### config.mk
export PLATFORM = sky130hd
export DESIGN_NAME = elv_call_scheduler
export DESIGN_NICKNAME = d
export VERILOG_FILES = /design/src/rtl/elv_pkg.sv /design/src/rtl/elv_scan_pick.sv /design/src/rtl/elv_call_scheduler.sv
export SDC_FILE = /design/constraint.sdc
export NUM_CORES = 1
export LEC_CHECK = 0
export ABC_AREA = 1
export CORE_ASPECT_RATIO = 0.5
export CORE_MARGIN = 2
export CORE_UTILIZATION = 51
export DETAILED_ROUTE_END_ITERATION = 8
export PLACE_DENSITY_LB_ADDON = 0.05
export SLEW_MARGIN = 15
export SYNTH_ARGS = -nofsm -noshare
export SYNTH_HDL_FRONTEND = slang
export SYNTH_SLANG_ARGS = --single-unit
### constraint.sdc
create_clock -name clk -period 4.3 [get_ports clk]
set_input_delay 0.645 -clock clk [delete_from_list [all_inputs] [get_ports clk]]
set_output_delay 0.645 -clock clk [all_outputs]
set_load 0.02 [all_outputs]
### src/rtl/elv_pkg.sv
// elv_pkg: shared types and constants for the elevator call scheduler.
// Direction encoding matches the scheduler's dir output.
package elv_pkg;

    localparam int N_FLOORS_DEFAULT = 5;

    typedef enum logic [1:0] {
        IDLE = 2'b00,
        UP   = 2'b01,
        DOWN = 2'b10
    } dir_e;

    localparam logic [1:0] ELV_UP   = 2'b01;
    localparam logic [1:0] ELV_DOWN = 2'b10;
    localparam logic [1:0] ELV_STOP = 2'b11;

endpackage

### src/rtl/elv_scan_pick.sv
// elv_scan_pick: picks a one-hot floor from a request mask on one side
// of the current floor, either nearest or farthest.
module elv_scan_pick
    import elv_pkg::*;
#(
    parameter int N = N_FLOORS_DEFAULT
) (
    input  logic [N-1:0] req,
    input  logic [N-1:0] cur,
    input  logic         up_dir,
    input  logic         far,
    output logic [N-1:0] pick,
    output logic         any
);

    logic [N-1:0] side;
    logic [N-1:0] cand;
    logic         lowest;

    assign cand   = req & side;
    assign any    = |cand;
    assign lowest = up_dir ^ far;

    // Floors strictly above (or below) the one-hot current floor
    always_comb begin
        side = '0;
        if (up_dir) begin
            for (int i = 1; i < N; i++) begin
                side[i] = side[i-1] | cur[i-1];
            end
        end else begin
            for (int i = N - 2; i >= 0; i--) begin
                side[i] = side[i+1] | cur[i+1];
            end
        end
    end

    // Last hit wins, so scan order selects lowest or highest candidate
    always_comb begin
        pick = '0;
        if (lowest) begin
            for (int i = N - 1; i >= 0; i--) begin
                if (cand[i]) pick = N'(1) << i;
            end
        end else begin
            for (int i = 0; i < N; i++) begin
                if (cand[i]) pick = N'(1) << i;
            end
        end
    end

endmodule

### src/rtl/elv_call_scheduler.sv
// elv_call_scheduler: latches hall/cabin calls, runs a SCAN direction
// FSM and drives the registered one-hot target floor.
module elv_call_scheduler
    import elv_pkg::*;
#(
    parameter int N_FLOORS = N_FLOORS_DEFAULT
) (
    input  logic                clk,
    input  logic                reset_n,
    input  logic [N_FLOORS-2:0] up,
    input  logic [N_FLOORS-2:0] down,
    input  logic [N_FLOORS-1:0] car_call,
    input  logic                emergency,
    input  logic [N_FLOORS-1:0] current_floor,
    input  logic [N_FLOORS-1:0] door_control,
    input  logic [1:0]          elv_status,
    output logic [N_FLOORS-1:0] target_floor,
    output logic [1:0]          dir,
    output logic [N_FLOORS-2:0] up_pending,
    output logic [N_FLOORS-2:0] down_pending,
    output logic [N_FLOORS-1:0] car_pending
);

    localparam int N = N_FLOORS;

    logic [N-2:0] up_q, up_d;
    logic [N-2:0] down_q, down_d;
    logic [N-1:0] car_q, car_d;
    logic [N-1:0] tgt_q, tgt_d;
    dir_e         dir_q, dir_d;

    logic [N-1:0] up_ext, dn_ext, all_q;
    logic [N-1:0] abv_m, blw_m, above_f;
    logic [N-1:0] prim_req, rev_req;
    logic [N-1:0] prim_pick, rev_pick;
    logic         prim_any, rev_any;
    logic         any_above, any_below;
    logic         pos_ok, go_up;
    logic         unused_status;

    // Motion status carries no information the flush needs
    assign unused_status = (elv_status == ELV_STOP) ^ rev_any;

    assign up_ext    = {1'b0, up_q};
    assign dn_ext    = {down_q, 1'b0};
    assign all_q     = car_q | up_ext | dn_ext;
    assign pos_ok    = $onehot(current_floor);
    assign any_above = |(all_q & abv_m);
    assign any_below = |(all_q & blw_m);

    // Position masks and "any call above floor f" for down-call retirement
    always_comb begin
        abv_m   = '0;
        blw_m   = '0;
        above_f = '0;
        for (int i = 1; i < N; i++) begin
            abv_m[i] = abv_m[i-1] | current_floor[i-1];
        end
        for (int i = N - 2; i >= 0; i--) begin
            blw_m[i]   = blw_m[i+1] | current_floor[i+1];
            above_f[i] = above_f[i+1] | all_q[i+1];
        end
    end

    // Latch presses and retire served calls; clear beats set
    always_comb begin
        up_d   = '0;
        down_d = '0;
        car_d  = '0;
        if (!emergency) begin
            car_d = (car_q | car_call) & ~door_control;
            for (int i = 0; i < N - 1; i++) begin
                up_d[i] = (up_q[i] | up[i])
                    & ~(door_control[i] && dir_q != DOWN);
                down_d[i] = (down_q[i] | down[i])
                    & ~(door_control[i+1]
                        && (dir_q != UP || !above_f[i+1]));
            end
        end
    end

    // SCAN direction; holds while the car position is unknown
    always_comb begin
        dir_d = dir_q;
        if (emergency) begin
            dir_d = IDLE;
        end else if (pos_ok) begin
            case (dir_q)
                UP:
                    dir_d = any_above ? UP
                          : (any_below ? DOWN : IDLE);
                DOWN:
                    dir_d = any_below ? DOWN
                          : (any_above ? UP : IDLE);
                default:
                    dir_d = any_above ? UP
                          : (any_below ? DOWN : IDLE);
            endcase
        end
    end

    assign go_up    = (dir_d == UP);
    assign prim_req = car_q | (go_up ? up_ext : dn_ext);
    assign rev_req  = go_up ? dn_ext : up_ext;

    elv_scan_pick #(.N(N)) u_prim (
        .req    (prim_req),
        .cur    (current_floor),
        .up_dir (go_up),
        .far    (1'b0),
        .pick   (prim_pick),
        .any    (prim_any)
    );

    elv_scan_pick #(.N(N)) u_rev (
        .req    (rev_req),
        .cur    (current_floor),
        .up_dir (go_up),
        .far    (1'b1),
        .pick   (rev_pick),
        .any    (rev_any)
    );

    // Same-direction calls first, else the farthest reversing call
    always_comb begin
        tgt_d = tgt_q;
        if (emergency) begin
            tgt_d = '0;
        end else if (pos_ok) begin
            case (dir_d)
                UP, DOWN:
                    tgt_d = prim_any ? prim_pick : rev_pick;
                default:
                    tgt_d = |(all_q & current_floor)
                          ? current_floor : '0;
            endcase
        end
    end

    // State registers
    always_ff @(posedge clk or negedge reset_n) begin
        if (!reset_n) begin
            up_q   <= '0;
            down_q <= '0;
            car_q  <= '0;
            tgt_q  <= '0;
            dir_q  <= IDLE;
        end else begin
            up_q   <= up_d;
            down_q <= down_d;
            car_q  <= car_d;
            tgt_q  <= tgt_d;
            dir_q  <= dir_d;
        end
    end

    assign target_floor = tgt_q;
    assign dir          = dir_q;
    assign up_pending   = up_q;
    assign down_pending = down_q;
    assign car_pending  = car_q;

endmodule

==> summary.txt <==
STA
  • Final hold violation count: 0
  • Min cycle time layout: slightly above 4 ns
  • Final setup violation count: 0
  • Slew Limit Fails: 0
  • Setup WS post-layout: 0.224 ns
  • RSZ-0062 raised after global routing: no
  • Final worst-path cycle share: 94.8%
  • Clock skew: approximately 0.0028 ns
  • Setup_tns: 0 ns
  • Rel. slew slack: a little over two fifths
  • Max frequency: about 250 MHz
  • Worst Tran Pin Value: a little under 0.9 ns

Setup path
  • Cell mode on critical path: nand2_1
  • Worst setup SP type: input pin
  • CP Cell Sequence: clkdlybuf4s50_1 -> inv_2 -> fa_1 -> fa_2 -> inv_1 -> ha_1 -> nor3_4 -> buf_4 -> nor2_1 -> nand2_1 -> nand2_4 -> inv_2 -> ha_4 -> inv_1 -> nand2_1 -> o21ai_1 -> buf_4 -> nand2_1 -> nand2_2 -> nor2_4 -> nand2_1 -> o21ai_1 -> nand2_1 -> nand2_1
  • Crit Path Max Fanout: 4
  • WS Path Type: in -> reg
  • Reg2Reg Depth: 19
  • Worst R2R End: target_floor[1]
  • Critical Path AT: approximately 4.3 ns
  • Slowest stage delay, CP: approximately 0.50 ns
  • Critical Path End Type: register
  • Slowest-stage cell, CP: fa_1
  • R2R Setup Slk: between 1.5 and 2 ns
  • Worst Path Required: around 4.5 ns
  • Worst flop-to-flop path startpoint: down_pending[3]

Global routing
  • Largest net degree at the start of global routing: 21
  • Total congestion overflow: 0
  • GRT Total Usage: a little under 30%
  • Vias in the first global route: between 1500 and 2000
  • First-pass GRT wire length: slightly above 8000 um
  • Initial antenna violation count: 0

Logic synthesis
  • Synth Register Bits: 20
  • Synth area leader: dfrtp_1
  • Avg Inst Size Synth: about 6.7 um^2
  • Post-synth cell types: 28
  • Sequential cell area fraction in the yosys report: approximately 31%
  • Cells after Synth: 240
  • Cell Area, Synth: 1610 um^2
  • Share of the synthesized area in the top cell type: roughly 31%
  • Syn_nets: around 270
  • Synthesis Warnings: 0
  • Synth top area cells: dfrtp_1 (31%), nand2_1 (17%), inv_1 (6.5%)

Outcome
  • Run status: complete, no violations

Power and ir drop
  • Fraction of power spent switching nets: between 30 and 40%
  • Flop pwr share: 30.7%
  • IR drop worst, VDD: just over 200 uV
  • Combinational power share: roughly half
  • Power per cell area: roughly 300 nW/um^2
  • Leak: around 1.2 nW
  • Internal: 0.434 mW
  • Clock power frac: roughly 20%
  • Switching power: around 0.28 mW

Placement
  • Hpwl dp: ~4000 um
  • Worst Setup Slack post-DPL: -0.162 ns
  • Port Buffers: 45
  • GP Congestion: 0.957

Floorplan
  • Die height: approximately 44 um
  • Die X: 83.4 um
  • Cell row count: 14
  • Initial core utilization: a little over half
  • Num ports: 48
  • Area of the core: approximately 3000 um^2
  • Die ar.: between 3000 and 4000 um^2

Final layout
  • Proportion of layout cells with a drive suffix above 1: 18.3%
  • Filler cells: 239
  • N_diodes: 0
  • Area Growth Syn to Fin: 43.8%
  • Util after Layout: about 77%
  • Multi-input gate area: between 900 and 1000 um^2
  • Net count, final: 340
  • Seq. cell area: 500 um^2

CTS
  • Clk root buf: clkbuf_8
  • Clock latency on the worst-skew pair: between 0.2 and 0.3 ns
  • CTS Buf Count: 3
  • Clock Path Buffers: 2
  • H-tree depth: 1
  • Clock Pin Slew Worst Setup and Hold Paths: approximately 0.070 ns
  • CTS tree: yes
  • Cts hold-fix bufs: 0
  • Clk sink count: 20

Worst hold path
  • WHS Endpoint: target_floor[0]
  • Hold/Removal Path Class: reg -> reg
  • WHS Path Cells: 2
  • Worst Hold Launch: target_floor[0]

Drt
  • DRC viols: 0
  • Detailed-route vias per instance: around 5.4
  • 1st-pass router iterations: 5
  • Via count: roughly 1900
  • Initial drt markers: roughly 150
  • Post-route ant nets: 0
  • Final WL: 5210 um
  • Routed wire per std cell: around 15 um

Job
  • Max-Cap Viols: 0
[cells in the final DEF, fill, tap and decap left out]
| master | instances |
|---|---|
| or2_1 | 1 |
| a21oi_1 | 15 |
| nor3_1 | 5 |
| nand3_2 | 4 |
| buf_4 | 20 |
| a22o_1 | 2 |
| o21ai_0 | 13 |
| fa_2 | 1 |
| nor2_4 | 2 |
| clkdlybuf4s50_1 | 45 |
| nand3_1 | 12 |
| clkbuf_8 | 4 |
| nand2_1 | 70 |
| nor2_8 | 1 |
| nor2_2 | 2 |
| o21ai_1 | 7 |
| fa_1 | 1 |
| ha_1 | 2 |
| nand4_2 | 1 |
| ha_4 | 1 |
| nor3_4 | 1 |
| or2_2 | 1 |
| o21bai_1 | 2 |
| inv_1 | 28 |
| nand2_2 | 11 |
| dfrtp_1 | 20 |
| inv_2 | 5 |
| nand4_1 | 1 |
| nand2_4 | 2 |
| nor2_1 | 26 |
[power by group through the flow]
stage               clock network, mW  registers (mW)  logic, mW
floorplan                           0           0.236      0.176
global placement                    0           0.220      0.306
detailed placement                  0           0.221      0.319
CTS                             0.146           0.218      0.321
global route                    0.153           0.220      0.377
finish                          0.146           0.218      0.347
[metal layers]
metal / share of wire, % / global-route usage [%]
met2: 45 / 47.6
met5: 0 / 0
met1: 45 / 40.4
met4: 1.9 / 10.8
met3: 8.9 / 4.95
[critical path: cells and delay by family]
kind                     cells  cell delay, ns
adder cells (fa/ha/maj)      4            1.24
AND/OR/NAND/NOR             11            1.12
buffers and inverters        7            1.08
AO/OA/AOI/OAI                2            0.20
[area by class of cell]
type	instances	area share, %
multi-input cells	184	42.4
repair buffers	65	26.0
flip-flops and latches	20	21.7
inverters	33	5.36
clock buffers	4	2.38
well taps	40	2.17
[metrics by stage]
stage / cells / hold WS, ns / area (um^2) / total power, mW
after floorplan: 240 / 0.349 / 1610 / 0.412
after global placement: 337 / 0.468 / 2200 / 0.526
after detailed placement: 337 / 0.478 / 2200 / 0.540
after CTS: 341 / 0.491 / 2250 / 0.685
after global routing: 346 / 0.519 / 2310 / 0.750
final: 346 / 0.489 / 2310 / 0.711
[worst max path at each step]
stage | start | end
after detailed placement | current_floor[0] | target_floor[0]
after global placement | current_floor[0] | target_floor[0]
final | current_floor[3] | target_floor[1]
after global routing | current_floor[3] | target_floor[1]
after floorplan | current_floor[1] | target_floor[0]
after CTS | current_floor[0] | target_floor[0]
[flip-flops by register name, indices dropped and copies added (netlist names)]
| signal | count |
|---|---|
| dir | 2 |
| target_floor | 5 |
| down_pending | 4 |
| car_pending | 5 |
| up_pending | 4 |
[timing repair]
| action | in CTS | in global routing |
|---|---|---|
| endpoints found under the hold margin | 0 | 0 |
| setup buffers | 0 | 5 |
| setup endpoints to repair | 0 | 5 |
| resized for setup | 0 | 5 |
[synth_stat cells]
master and instances:
nand2_4 2, ha_1 3, or2_2 1, inv_1 28, nor2_8 1, o21ai_0 14
nand2_1 71, nor2_1 26, a21oi_1 15, inv_2 5, clkbuf_1 1, or2_1 1
o21bai_1 2, o21ai_1 6, nor3_4 1, nand4_2 1, nand3_2 4, nand2_2 10
buf_2 1, a22o_1 2, dfrtp_1 20, nor2_4 2, fa_1 2, nand3_1 12
buf_6 1, nor2_2 2, nand4_1 1, nor3_1 5
[cells by family (layout without fill, tap and decap cells)]
kind of cell             count (synthesis)  count (layout)  share of synthesized area, %
adder cells (fa/ha/maj)                  5               5                          4.83
flip-flops                              20              20                          31.2
AO/OA/AOI/OAI                           39              39                          12.9
buffers and inverters                   36             102                          8.96
AND/OR/NAND/NOR                        140             140                          42.1
(Power assumes the default switching activity.)
